[src/rtl/alu_issue_ctrl.sv]
`default_nettype none
// ============================================================================
// Module   : alu_issue_ctrl
// Summary  : Decode/issue stage feeding the ALU. It decodes the MIPS opcode
//            and funct fields into a 4-bit ALU control code and selects both
//            operands. Results are held in a registered valid/ready stage.
//            After a multiply (SMUL) fires, further issue is throttled for
//            MUL_LAT-1 cycles.
// Option   : define ALU_ISSUE_SKID_EN to add a one-entry skid buffer and a
//            registered in_ready_o.
// Revision : 1.0 - initial release
// ============================================================================
module alu_issue_ctrl #(
  parameter int unsigned MUL_LAT      = 3,
  parameter logic [3:0]  ILLEGAL_CODE = 4'hF
) (
  input  logic        clk_i,
  input  logic        rst_i,
  input  logic        flush_i,
  input  logic        in_valid_i,
  output logic        in_ready_o,
  input  logic [5:0]  op_i,
  input  logic [5:0]  funct_i,
  input  logic [4:0]  shamt_i,
  input  logic [15:0] imm_i,
  input  logic [31:0] rs_data_i,
  input  logic [31:0] rt_data_i,
  output logic        out_valid_o,
  input  logic        out_ready_i,
  output logic [3:0]  ctrl_o,
  output logic [31:0] src1_o,
  output logic [31:0] src2_o,
  output logic        illegal_o
);

  localparam logic [3:0] c_AND  = 4'd0,  c_OR   = 4'd1,  c_LW   = 4'd2,  c_SW   = 4'd3;
  localparam logic [3:0] c_ADDU = 4'd4,  c_SUBU = 4'd5,  c_SLT  = 4'd6,  c_BLEZ = 4'd7;
  localparam logic [3:0] c_SRA  = 4'd8,  c_SRAV = 4'd9,  c_LUI  = 4'd10, c_SLTU = 4'd11;
  localparam logic [3:0] c_SLL  = 4'd12, c_SMUL = 4'd13, c_BGTZ = 4'd14;
  localparam logic [3:0] c_HOLD_INIT = 4'(MUL_LAT - 1);
  localparam logic       c_THROTTLE  = (MUL_LAT > 1);

  typedef enum logic [1:0] {
    S_EMPTY    = 2'd0,
    S_FULL     = 2'd1,
    S_MUL_HOLD = 2'd2
  } state_e;

  state_e      state_q;
  logic [3:0]  cnt_q;
  logic        valid_q;
  logic        ill_q;
  logic [3:0]  ctrl_q;
  logic [31:0] src1_q;
  logic [31:0] src2_q;

  logic [3:0]  w_dec_ctrl;
  logic        w_dec_ill;
  logic        w_dec_shift;
  logic        w_dec_imm;
  logic        w_dec_zext;
  logic [31:0] w_dec_src1;
  logic [31:0] w_dec_src2;

  // Decode opcode/funct into the ALU control code and operand selection
  always_comb begin
    w_dec_ctrl  = ILLEGAL_CODE;
    w_dec_ill   = 1'b0;
    w_dec_shift = 1'b0;
    w_dec_imm   = 1'b0;
    w_dec_zext  = 1'b0;
    if (op_i == 6'h00) begin
      case (funct_i)
        6'h21:   w_dec_ctrl = c_ADDU;
        6'h23:   w_dec_ctrl = c_SUBU;
        6'h24:   w_dec_ctrl = c_AND;
        6'h25:   w_dec_ctrl = c_OR;
        6'h2A:   w_dec_ctrl = c_SLT;
        6'h2B:   w_dec_ctrl = c_SLTU;
        6'h00:   begin w_dec_ctrl = c_SLL; w_dec_shift = 1'b1; end
        6'h03:   begin w_dec_ctrl = c_SRA; w_dec_shift = 1'b1; end
        6'h07:   w_dec_ctrl = c_SRAV;
        6'h18:   w_dec_ctrl = c_SMUL;
        default: w_dec_ill  = 1'b1;
      endcase
    end else begin
      w_dec_imm = 1'b1;
      case (op_i)
        6'h23:   w_dec_ctrl = c_LW;
        6'h2B:   w_dec_ctrl = c_SW;
        6'h0F:   begin w_dec_ctrl = c_LUI; w_dec_zext = 1'b1; end
        6'h06:   w_dec_ctrl = c_BLEZ;
        6'h07:   w_dec_ctrl = c_BGTZ;
        6'h09:   w_dec_ctrl = c_ADDU;
        6'h0A:   w_dec_ctrl = c_SLT;
        6'h0B:   w_dec_ctrl = c_SLTU;
        default: w_dec_ill  = 1'b1;
      endcase
    end
    // Shift amount sits in bits [10:6] of src1 so the ALU sees it unshifted-by-caller
    w_dec_src1 = w_dec_shift ? {21'b0, shamt_i, 6'b0} : rs_data_i;
    if (w_dec_imm)
      w_dec_src2 = w_dec_zext ? {16'b0, imm_i} : {{16{imm_i[15]}}, imm_i};
    else
      w_dec_src2 = rt_data_i;
  end

  logic w_held_smul;
  logic w_fire;
  logic w_accept;

  assign w_held_smul = valid_q & (ctrl_q == c_SMUL) & ~ill_q & c_THROTTLE;
  assign w_fire      = valid_q & out_ready_i;
  assign w_accept    = in_valid_i & in_ready_o;

  assign out_valid_o = valid_q;
  assign ctrl_o      = ctrl_q;
  assign src1_o      = src1_q;
  assign src2_o      = src2_q;
  assign illegal_o   = ill_q;

`ifdef ALU_ISSUE_SKID_EN
  logic        sk_valid_q;
  logic        sk_ill_q;
  logic [3:0]  sk_ctrl_q;
  logic [31:0] sk_src1_q;
  logic [31:0] sk_src2_q;
  logic        in_ready_q;
  logic        w_to_skid;
  logic        w_sk_valid_nxt;
  logic        w_out_smul_nxt;
  logic        w_hold_nxt;
  logic        w_ready_nxt;

  assign in_ready_o = in_ready_q & ~flush_i;

  // Predict next-cycle occupancy so in_ready_o can be registered
  always_comb begin
    w_to_skid      = (state_q == S_FULL) & ~w_fire;
    w_sk_valid_nxt = sk_valid_q ? ~w_fire : (w_accept & w_to_skid);
    if (w_fire & sk_valid_q)
      w_out_smul_nxt = (sk_ctrl_q == c_SMUL) & ~sk_ill_q & c_THROTTLE;
    else if (w_accept & ~w_to_skid)
      w_out_smul_nxt = (w_dec_ctrl == c_SMUL) & ~w_dec_ill & c_THROTTLE;
    else if (w_fire)
      w_out_smul_nxt = 1'b0;
    else
      w_out_smul_nxt = w_held_smul;
    w_hold_nxt  = ((state_q == S_FULL) & w_fire & ~sk_valid_q & ~w_accept & w_held_smul) |
                  ((state_q == S_MUL_HOLD) & (cnt_q != 4'd1));
    w_ready_nxt = ~w_sk_valid_nxt & ~w_hold_nxt & ~w_out_smul_nxt;
  end
`else
  // Ready while empty, or while full if the held op leaves this cycle and is not a throttled multiply
  always_comb begin
    in_ready_o = 1'b0;
    if (!flush_i) begin
      case (state_q)
        S_EMPTY: in_ready_o = 1'b1;
        S_FULL:  in_ready_o = out_ready_i & ~w_held_smul;
        default: in_ready_o = 1'b0;
      endcase
    end
  end
`endif

  // Issue FSM: output register, multiply throttle counter and optional skid entry
  always_ff @(posedge clk_i) begin
    if (rst_i) begin
      state_q <= S_EMPTY;
      cnt_q   <= 4'd0;
      valid_q <= 1'b0;
      ctrl_q  <= 4'd0;
      src1_q  <= 32'd0;
      src2_q  <= 32'd0;
      ill_q   <= 1'b0;
`ifdef ALU_ISSUE_SKID_EN
      sk_valid_q <= 1'b0;
      sk_ill_q   <= 1'b0;
      sk_ctrl_q  <= 4'd0;
      sk_src1_q  <= 32'd0;
      sk_src2_q  <= 32'd0;
      in_ready_q <= 1'b1;
`endif
    end else if (flush_i) begin
      // Only validity is dropped; data registers keep their contents
      state_q <= S_EMPTY;
      cnt_q   <= 4'd0;
      valid_q <= 1'b0;
`ifdef ALU_ISSUE_SKID_EN
      sk_valid_q <= 1'b0;
      in_ready_q <= 1'b1;
`endif
    end else begin
`ifdef ALU_ISSUE_SKID_EN
      in_ready_q <= w_ready_nxt;
      if (w_accept && w_to_skid) begin
        sk_valid_q <= 1'b1;
        sk_ctrl_q  <= w_dec_ctrl;
        sk_src1_q  <= w_dec_src1;
        sk_src2_q  <= w_dec_src2;
        sk_ill_q   <= w_dec_ill;
      end
`endif
      case (state_q)
        S_EMPTY: begin
          if (w_accept) begin
            valid_q <= 1'b1;
            ctrl_q  <= w_dec_ctrl;
            src1_q  <= w_dec_src1;
            src2_q  <= w_dec_src2;
            ill_q   <= w_dec_ill;
            state_q <= S_FULL;
          end
        end
        S_FULL: begin
          if (w_fire) begin
`ifdef ALU_ISSUE_SKID_EN
            if (sk_valid_q) begin
              sk_valid_q <= 1'b0;
              ctrl_q     <= sk_ctrl_q;
              src1_q     <= sk_src1_q;
              src2_q     <= sk_src2_q;
              ill_q      <= sk_ill_q;
            end else
`endif
            if (w_accept) begin
              ctrl_q <= w_dec_ctrl;
              src1_q <= w_dec_src1;
              src2_q <= w_dec_src2;
              ill_q  <= w_dec_ill;
            end else begin
              valid_q <= 1'b0;
              if (w_held_smul) begin
                state_q <= S_MUL_HOLD;
                cnt_q   <= c_HOLD_INIT;
              end else begin
                state_q <= S_EMPTY;
              end
            end
          end
        end
        S_MUL_HOLD: begin
          cnt_q <= cnt_q - 4'd1;
          if (cnt_q == 4'd1) state_q <= S_EMPTY;
        end
        default: state_q <= S_EMPTY;
      endcase
    end
  end

endmodule
`default_nettype wire

[config.mk]
export PLATFORM = sky130hd
export DESIGN_NAME = alu_issue_ctrl
export DESIGN_NICKNAME = d
export VERILOG_FILES = /design/src/rtl/alu_issue_ctrl.sv
export SDC_FILE = /design/constraint.sdc
export NUM_CORES = 1
export LEC_CHECK = 0
export ABC_CLOCK_PERIOD_IN_PS = 2700
export CORE_MARGIN = 3
export CORE_UTILIZATION = 55
export CTS_CLUSTER_DIAMETER = 50
export CTS_CLUSTER_SIZE = 20
export DETAILED_ROUTE_END_ITERATION = 8
export DONT_BUFFER_PORTS = 1
export GPL_TIMING_DRIVEN = 0
export PLACE_DENSITY = 0.7
export SETUP_SLACK_MARGIN = 0.02
export SYNTH_ARGS = -nofsm -noshare
export SYNTH_HDL_FRONTEND = slang
export SYNTH_SLANG_ARGS = --single-unit
[constraint.sdc]
create_clock -name clk_i -period 2.7 [get_ports clk_i]
set_input_delay 0.54 -clock clk_i [delete_from_list [all_inputs] [get_ports clk_i]]
set_output_delay 0.54 -clock clk_i [all_outputs]
set_load 0.01 [all_outputs]
### Word-level counts from Yosys, hierarchy flattened

Cells that the tools add are included.

| cells by class | value |
|---|---|
| equal/unequal tests | 26 |
| add/sub/neg operators | 1 |
| div/mod/pow operators | 0 |
| shift operators | 0 |
| reductions and logical operators | 13 |
| multiplexer cells | 41 |
| order comparisons | 0 |
| bitwise gates (word level) | 8 |
| $mul | 0 |

Operators with widths:

| operator | count |
|---|---|
| $mux 32 | 7 |
| $pmux 32 s2 | 2 |
| $eq 6x6->1 const B | 8 |
| $pmux 4 s10 | 1 |
| $pmux 4 s8 | 1 |
| $eq 6x4->1 const B | 4 |
| $mux 4 | 6 |
| $eq 6x3->1 const B | 3 |
| $pmux 4 s2 | 2 |
| $mux 1 | 13 |
| $logic_not 6->1 | 2 |
| $reduce_and 4->1 | 3 |
| $mux 2 | 5 |
| $ne 2x2->1 const B | 5 |
| $reduce_or 10->1 | 1 |
| $reduce_or 8->1 | 1 |
| $eq 6x2->1 const B | 1 |
| $eq 6x5->1 const B | 1 |
| $pmux 1 s2 | 3 |
| $pmux 2 s3 | 1 |
| $and 1x1->1 | 5 |
| $eq 4x1->1 const B | 1 |
| $eq 4x4->1 const B | 1 |
| $reduce_bool 2->1 | 2 |
| other kinds (7) | 10 |

| word-level totals | value |
|---|---|
| register bits | 76 |
| input bits | 102 |
| word-level logic and storage cells | 96 |
| ROM bits | 0 |
| memory bits (writable) | 0 |
| bits in latches | 0 |
| memories | 0 |

### Logic depth before layout (Yosys ltp)

Gate-level depths: netlist of the first run.

| depth | value |
|---|---|
| depth after elaboration | 11 |
| gate-level depth with buffers | 7 |

### Worst setup path after synthesis of the first run

Ideal clock, no wire load.

| timing | value |
|---|---|
| path kind | input-to-reg |
| from | input port funct_i[0] |
| to | register ill_q, in the netlist illegal_o |
| path slack | 0.736 ns |
| data required time | 2.563 ns |
| stages on the path | 6 |
| arrival | 1.827 ns |
| path buffers | 1 |
| cells stage by stage | buf_6 -> or3_4 -> a2111oi_4 -> a211oi_2 -> a221oi_1 -> a211oi_1 |

| between the ends | value |
|---|---|
| longest elaborated chain between the ends | 7 |
| elaborated cells between the ends (all ways) | 16 |
| those cells by class | eq/ne: 9; mux: 5; reduce/logical: 2 |

Ends and longest elaborated chain:

| element | RTL line | RTL |
|---|---|---|
| start, declared | 23 | `input logic [5:0] funct_i,` |
| $eq 6x2->1, or another cell as far along | 73 | `case (funct_i)` |
| $reduce_or 10->1 (no source line) * | - |  |
| $mux 1 * | 73 |  |
| $mux 1 * | 72 | `if (op_i == 6'h00) begin` |
| $mux 1 * | 207, 227 |  |
| $mux 1 | 217 | `if (w_fire) begin` |
| $pmux 1 s2 * | 205 | `case (state_q)` |
| end signal, assigned | 212 | `ill_q <= w_dec_ill;` |
| end signal, assigned | 231 | `ill_q <= w_dec_ill;` |
| end, declared | 52 | `logic ill_q;` |

Mark *: on every way between the ends. The rest lies on a longest branch, timed or not. The select of a mux whose other input is x is not followed.
A chain may end at the register's enable or synchronous reset.

### Worst setup path after layout of the first run

| timing | value |
|---|---|
| from | register ill_q, in the netlist illegal_o |
| to | output port in_ready_o |

| between the ends | value |
|---|---|
| longest elaborated chain between the ends | 6 |

Ends and longest elaborated chain:

| element | RTL line | RTL |
|---|---|---|
| $not 1->1 | 112 | `assign w_held_smul = valid_q & (ctrl_q == c_SMUL) & ~ill_q & c_THROTTLE;` |
| $and 1x1->1 | 112 |  |
| $not 1->1 | 160 | `S_FULL: in_ready_o = out_ready_i & ~w_held_smul;` |
| $and 1x1->1 | 160 |  |
| $pmux 1 s2 | 158 | `case (state_q)` |
| $mux 1 | 157 | `if (!flush_i) begin` |
| end, declared | 21 | `output logic in_ready_o,` |

Every way passes these cells.

==> results of run 1 <==
[registers in the layout, indices dropped and copies added, names as in the netlist]
signal / cells
src1_o: 32
src2_o: 32
cnt_q: 4
ctrl_o: 4
state_q: 2
illegal_o: 1
out_valid_o: 1
[worst max-delay path: stages, from the launching register on]
cell and delay (ns):
dfxtp_1 0.48, nand4b_1 0.18, o21ai_0 0.08, a211oi_1 0.54
[Yosys cell counts, drive strengths merged (3+ instances only)]
library cell  count
a311oi           16
xor2              3
clkbuf           12
nor2             83
nand4b            3
dfxtp            76
a22oi            28
nor3              6
nand2            69
buf              23
a211oi           24
nor2b             3
nand2b            5
a31oi             4
xnor2             4
o21ai             5
inv               5
a211o             5
nor4              3
nand3             5
a21oi             8
a21boi            3
mux2i             5
[path summary, 6_finish.rpt]
check	from	to	slack [ns]	depth (start not counted)
setup / recovery	illegal_o	in_ready_o	0.53	3
hold / removal	flush_i	state_q[0]	0.25	1
setup reg to reg	ctrl_o[1]	src2_o[29]	0.68	7
hold reg to reg	cnt_q[1]	cnt_q[1]	0.53	2
[final cells by class]
type / instances / area (um2) / share of cell area, %
buffer: 35 / 186 / 4.84
clock buffer: 9 / 124 / 3.22
clock inverter: 7 / 57.6 / 1.49
inverter: 5 / 18.8 / 0.487
multi-input combinational: 312 / 1850 / 48.0
sequential: 76 / 1520 / 39.5
tap: 75 / 93.8 / 2.44
[cell families (layout without fill, tap and decap cells)]
kind of cell,Yosys count,after routing,share of synthesized area (%)
DFF,76,76,42.6
muxes,5,5,1.40
adders and majority gates,2,2,0.700
AOI/OAI and AO/OA,105,105,23.3
and+or+nand+nor,193,193,24.5
buffers and inverters,40,56,5.74
xor gates and xnor gates,7,7,1.72
[routing by layer]
| layer | routed length (um) | share of wire (%) |
|---|---|---|
| met1 | 3720 | 40 |
| met2 | 4560 | 49 |
| met3 | 898 | 9.6 |
| met5 | 0 | 0 |
| met4 | 203 | 2.2 |
[power groups by stage]
stage          logic (mW)  clock network, mW  registers, mW
6_report            0.261              0.813           1.28
5_1_grt             0.298              0.869           1.28
4_1_cts             0.262              0.828           1.28
3_5_place_dp        0.261                  0           1.30
3_3_place_gp        0.254                  0           1.30
2_1_floorplan       0.215                  0           1.28
[stage by stage]
stage | total power [mW] | utilization [%] | setup WS (ns) | instances
after floorplan | 1.50 | - | 0.736 | 428
after global placement | 1.56 | 60.2 | 0.517 | 503
after detailed placement | 1.56 | 60.2 | 0.471 | 503
after CTS | 2.37 | 63.2 | 0.501 | 519
after global routing | 2.45 | 63.2 | 0.465 | 519
final | 2.35 | 63.2 | 0.528 | 519
==> reports/results.txt, run 1 <==
Critical Path RT: 2.16 ns
post-CTS sizing: 0
met3 GRT Util: 6.75%
clk_lat worst skew: 0.36 ns
cell accounting for the most synthesized area: dfxtp_1
clock root cell: clkbuf_8
outcome: finished clean
Max IR drop VDD: 0.369 mV
Sw Ratio: 30.0%
Slew Limit Fails: 0
Mapped Cells: 428
initial antenna violation count: 0
setup violators final: 0
Top Usage Layer GRT: met2
largest net degree at the start of global routing: 16
via count: 3152
vias in the first global route: 2873
Ports: 173
Syn Nets: 532
gpl congestion: 0.831
CTS Sinks: 76
port bufs: 0
Setup Total Neg Slack: 0 ns
Pre-antenna DRT Iters: 6
die area: 7500 um2
CP Max Fanout: 4
Synth area leaders: dfxtp_1 (43%), nor2_1 (8.7%), nand2_1 (7.0%)
ANT nets after route: 0
Layout fillers: 583
Starting Density: 58.6%
main flop type after synthesis: dfxtp_1
hold crit path type: input pin to flop
EDFF count, synth: 0
layout cells sized above 1: 11.0%
post-synthesis sequential area ratio: 42.6%
Seq pwr share: 54.3%
drt drc: 0
Slew HR: 60.7%
chip width: 86.6 um
gr usage total: 24.2%
die extent in y: 86.6 um
RSZ-0062 raised after global routing: false
Slew @ Worst Pin: 0.586 ns
Worst Skew: 0.0122 ns
fraction of registers with async set/reset: 0%
first-pass GRT wire length: 14.3 mm
CORE AREA: 6100 um2
drt total wl: 9.37 mm
GRT overflow: 0
placed cell area: 3670 um2
fin area: 3850 um2
Pwr Density: 611 nW/um2
post-DP HPWL: 7.09 mm
GRT met1 Usage: 29.9%
arrival time worst endpoint: 1.63 ns
synthesis warning total: 0
Tmin final: 2.17 ns
CP Capture Type: output port
Int Power: 1.65 mW
clock-pin transition on the worst setup and hold timing paths: 0.08 ns
Final Hold Viols: 0
postcts setup bufs: 0
H-tree levels: 3
GR Layer Usage met2: 39.6%
CTS Buffer Depth: 2
fin crit share: 80.5%
Yosys reg bits: 76
Antenna Cells: 0
commonest non-fill, non-tap cell in the layout: nor2_1
FMAX: 460 MHz
drt wl/cell: 18.1 um
Min Hold Slack: 0.250 ns
critical path class: flop to output port
CTS tree: done
NumNets Final: 543
Area Overhead vs Synth: 7.70%
Yosys cell types: 57
TritonCTS Buffers: 9
cell area after synthesis: 3570 um2
Mapped Avg Cell Area: 8.35 um2
number of max-cap violations: 0
Lkg Pwr: 1.41 nW
Clk pwr share: 34.6%
Iter 0 DRT Violations: 132
Vias/cell: 6.07
Hold Buf Count CTS: 0
Worst Setup Start Kind: flop
top-area cell type share of the netlist area: 42.6%
Row Count: 28
Psw: 0.705 mW
Logic pwr share: 11.1%
most frequent cells in the layout: nor2_1 (83), dfxtp_1 (76), nand2_1 (67), a22oi_1 (28), a211oi_1 (23)
No activity file was read; power rests on OpenSTA's default activity.
==> run 2: changes to the inputs <==
ABC_CLOCK_PERIOD_IN_PS = 1800   (was 2700)
PLACE_DENSITY = 0.73   (was 0.7)
clock period = 1.8 ns   (was 2.7 ns; I/O delays follow)
==> run 2 against run 1 <==
Net effect: the flow now finishes with violations (negative setup slack); clock skew rose by 0.0052 ns; critical path depth rose by 4; largest cell class unchanged; cell count rose by 1.3%; sequential cell count did not move; combinational power rose by 72%; utilization rose by 4.5 points; critical path type is now flop to flop; final area rose by 7.1%.
==> reports/results.txt, run 2 (synthesized netlist as in run 1, its figures left out) <==
drt drc: 0 (unchanged)
CP max stage delay: 0.38 ns (-0.16 ns)
Lkg Pwr: 1.51 nW (+6.9%)
Worst path slowest cell: dfxtp_1
chip width: 86.6 um (unchanged)
number of max-cap violations: 0 (unchanged)
clock-pin transition on the worst setup and hold timing paths: 0.08 ns (about the same)
Pre-antenna DRT Iters: 4 (-2)
arrival time worst endpoint: 2.01 ns (+0.38 ns)
initial antenna violation count: 0 (unchanged)
largest net degree at the start of global routing: 15 (-1)
CORE AREA: 6100 um2 (unchanged)
CTS Sinks: 76 (unchanged)
Starting Density: 58.6% (unchanged)
Post-Route M1 WL: 3.77 mm (+1.5%)
GRT overflow: 0 (unchanged)
TritonCTS Buffers: 9 (unchanged)
Max IR drop VDD: 0.684 mV (+85%)
Pwr Density: 922 nW/um2 (+51%)
CP Capture Type: flop
Area Overhead vs Synth: 15.4%
Final Hold Viols: 0 (unchanged)
Sw Ratio: 27.1% (-2.9 points)
ANT nets after route: 0 (unchanged)
CP Max Fanout: 10 (+6)
Iter 0 DRT Violations: 127 (-3.8%)
clk_lat worst skew: 0.34 ns (-0.02 ns)
critical path class: flop to flop
Critical Path RT: 2.01 ns (-0.15 ns)
Vias/cell: 6.08 (+0.11%)
met3 WL post-DR: 792 um (-12%)
outcome: finished with violations
Row Count: 28 (unchanged)
Seq pwr share: 50.5% (-3.8 points)
Worst Skew: 0.0174 ns (+0.00522 ns)
drt wl/cell: 18.7 um (+3.5%)
Slew HR: 65.3% (+4.6 points)
DP Worst Slack: -0.269 ns (-0.740 ns)
CP Cell Sequence: nor2b_1 > a211o_1 > and2_4 > buf_6 > buf_4 > a22oi_1 > nor2_1
final setup margin: -0.00104 ns (-0.529 ns)
gpl congestion: 0.882 (+6.1%)
CTS Buffer Depth: 2 (unchanged)
CTS tree: done
Logic pwr share: 11.8% (+0.7 points)
gr usage total: 24.3% (+0.040 points)
H-tree levels: 3 (unchanged)
via count: 3198 (+1.5%)
first-pass GRT wire length: 14.5 mm (+1.7%)
fin crit share: 100%
violated checks: negative setup slack
clock root cell: clkbuf_8
commonest non-fill, non-tap cell in the layout: nor2_1
FMAX: 555 MHz
vias in the first global route: 2958 (+3.0%)
Antenna Cells: 0 (unchanged)
CP top delay family: compound AO/OA/AOI/OAI gates
Ports: 173 (unchanged)
Slew @ Worst Pin: 0.520 ns (-0.0658 ns)
Clk pwr share: 37.8% (+3.2 points)
met2 wire len: 4.97 mm (+9.2%)
Hold Buf Count CTS: 0 (unchanged)
hold crit path type: input pin to flop
RSZ-0062 raised after global routing: true
Tmin final: 1.80 ns
Psw: 1.03 mW (+46%)
layout cells sized above 1: 20.2% (+9.1 points)
Worst Setup Start Kind: flop
top routing layer used: met4
die extent in y: 86.6 um (unchanged)
die area: 7500 um2 (unchanged)
Slew Limit Fails: 0 (unchanged)
post-DP HPWL: 7.23 mm (+1.9%)
Int Power: 2.77 mW (+68%)
final core occ: 67.7% (+4.5 points)
drt total wl: 9.83 mm (+4.9%)
setup violators final: 1 (+1)
port bufs: 0 (unchanged)
NumNets Final: 550 (+1.3%)
most frequent cells in the layout: nor2_1 (83), dfxtp_1 (70), nand2_1 (67), a211oi_1 (20), a22oi_2 (19)
critical path buffer and inverter count: 2 (+2)
run 2: changes by cell type in the layout (fill, tap and decap cells not counted), moves of 2 or more:
cell / delta
a22oi_1: -19
a22oi_2: +19
buf_4: +10
buf_2: -6
dfxtp_1: -6
buf_6: +4
dfxtp_2: +4
a211oi_1: -3
a211oi_2: +3
buf_1: -2
bufinv_16: +2
dfxtp_4: +2
run 2: layout make-up:
| type | count | area [um2] |
|---|---|---|
| Tap cell | 75 | 93.8 |
| Clock inverter | 7 | 97.6 |
| Inverter | 5 | 18.8 |
| Sequential cell | 76 | 1530 |
| Buffer | 35 | 218 |
| Clock buffer | 9 | 124 |
| Multi-Input combinational cell | 312 | 1980 |
| Fill cell | 514 | 1970 |
| Timing Repair Buffer | 7 | 60.1 |
run 2: final timing paths:
check                               start    endpoint  slack [ns]  depth (start not counted)
worst max-delay path            ctrl_o[3]  src1_o[24]      -0.001                          7
worst min-delay path              flush_i  state_q[0]        0.09                          1
worst max register to register  ctrl_o[3]  src1_o[24]      -0.001                          7
worst min register to register  ctrl_o[2]   ctrl_o[2]        0.52                          2
run 2: routing by layer:
layer | GRT usage (%) | vias up
met5 | 0 | -
met4 | 11.9 | 0
met3 | 6.27 | 25
met2 | 40.7 | 125
met1 | 28.7 | 1484
li1 | - | 1564
run 2: metrics by stage:
stage	instances	hold slack [ns]	TNS, ns	area, um2	power [mW]
5_1_grt	526	0.0763	-0.714	4120	3.97
2_1_floorplan	428	0.439	0	3580	2.25
4_1_cts	522	0.0758	0	3950	3.78
6_report	526	0.0868	-0.00104	4120	3.80
3_3_place_gp	503	0.445	-11.59	3680	2.34
3_5_place_dp	503	0.446	-13.09	3680	2.35
run 2: power by group through the flow:
| stage | logic [mW] | registers [mW] | clock network [mW] |
|---|---|---|---|
| 2_1_floorplan | 0.323 | 1.92 | 0 |
| 3_3_place_gp | 0.383 | 1.95 | 0 |
| 3_5_place_dp | 0.393 | 1.96 | 0 |
| 4_1_cts | 0.405 | 1.92 | 1.46 |
| 5_1_grt | 0.500 | 1.93 | 1.54 |
| 6_report | 0.448 | 1.92 | 1.44 |
run 2: timing repair:
action | in CTS | in global routing
setup endpoints to repair | 70 | 63
gates cloned | 0 | 1
setup buffers | 3 | 3
resized for setup | 13 | 40
pin swaps | 2 | 3
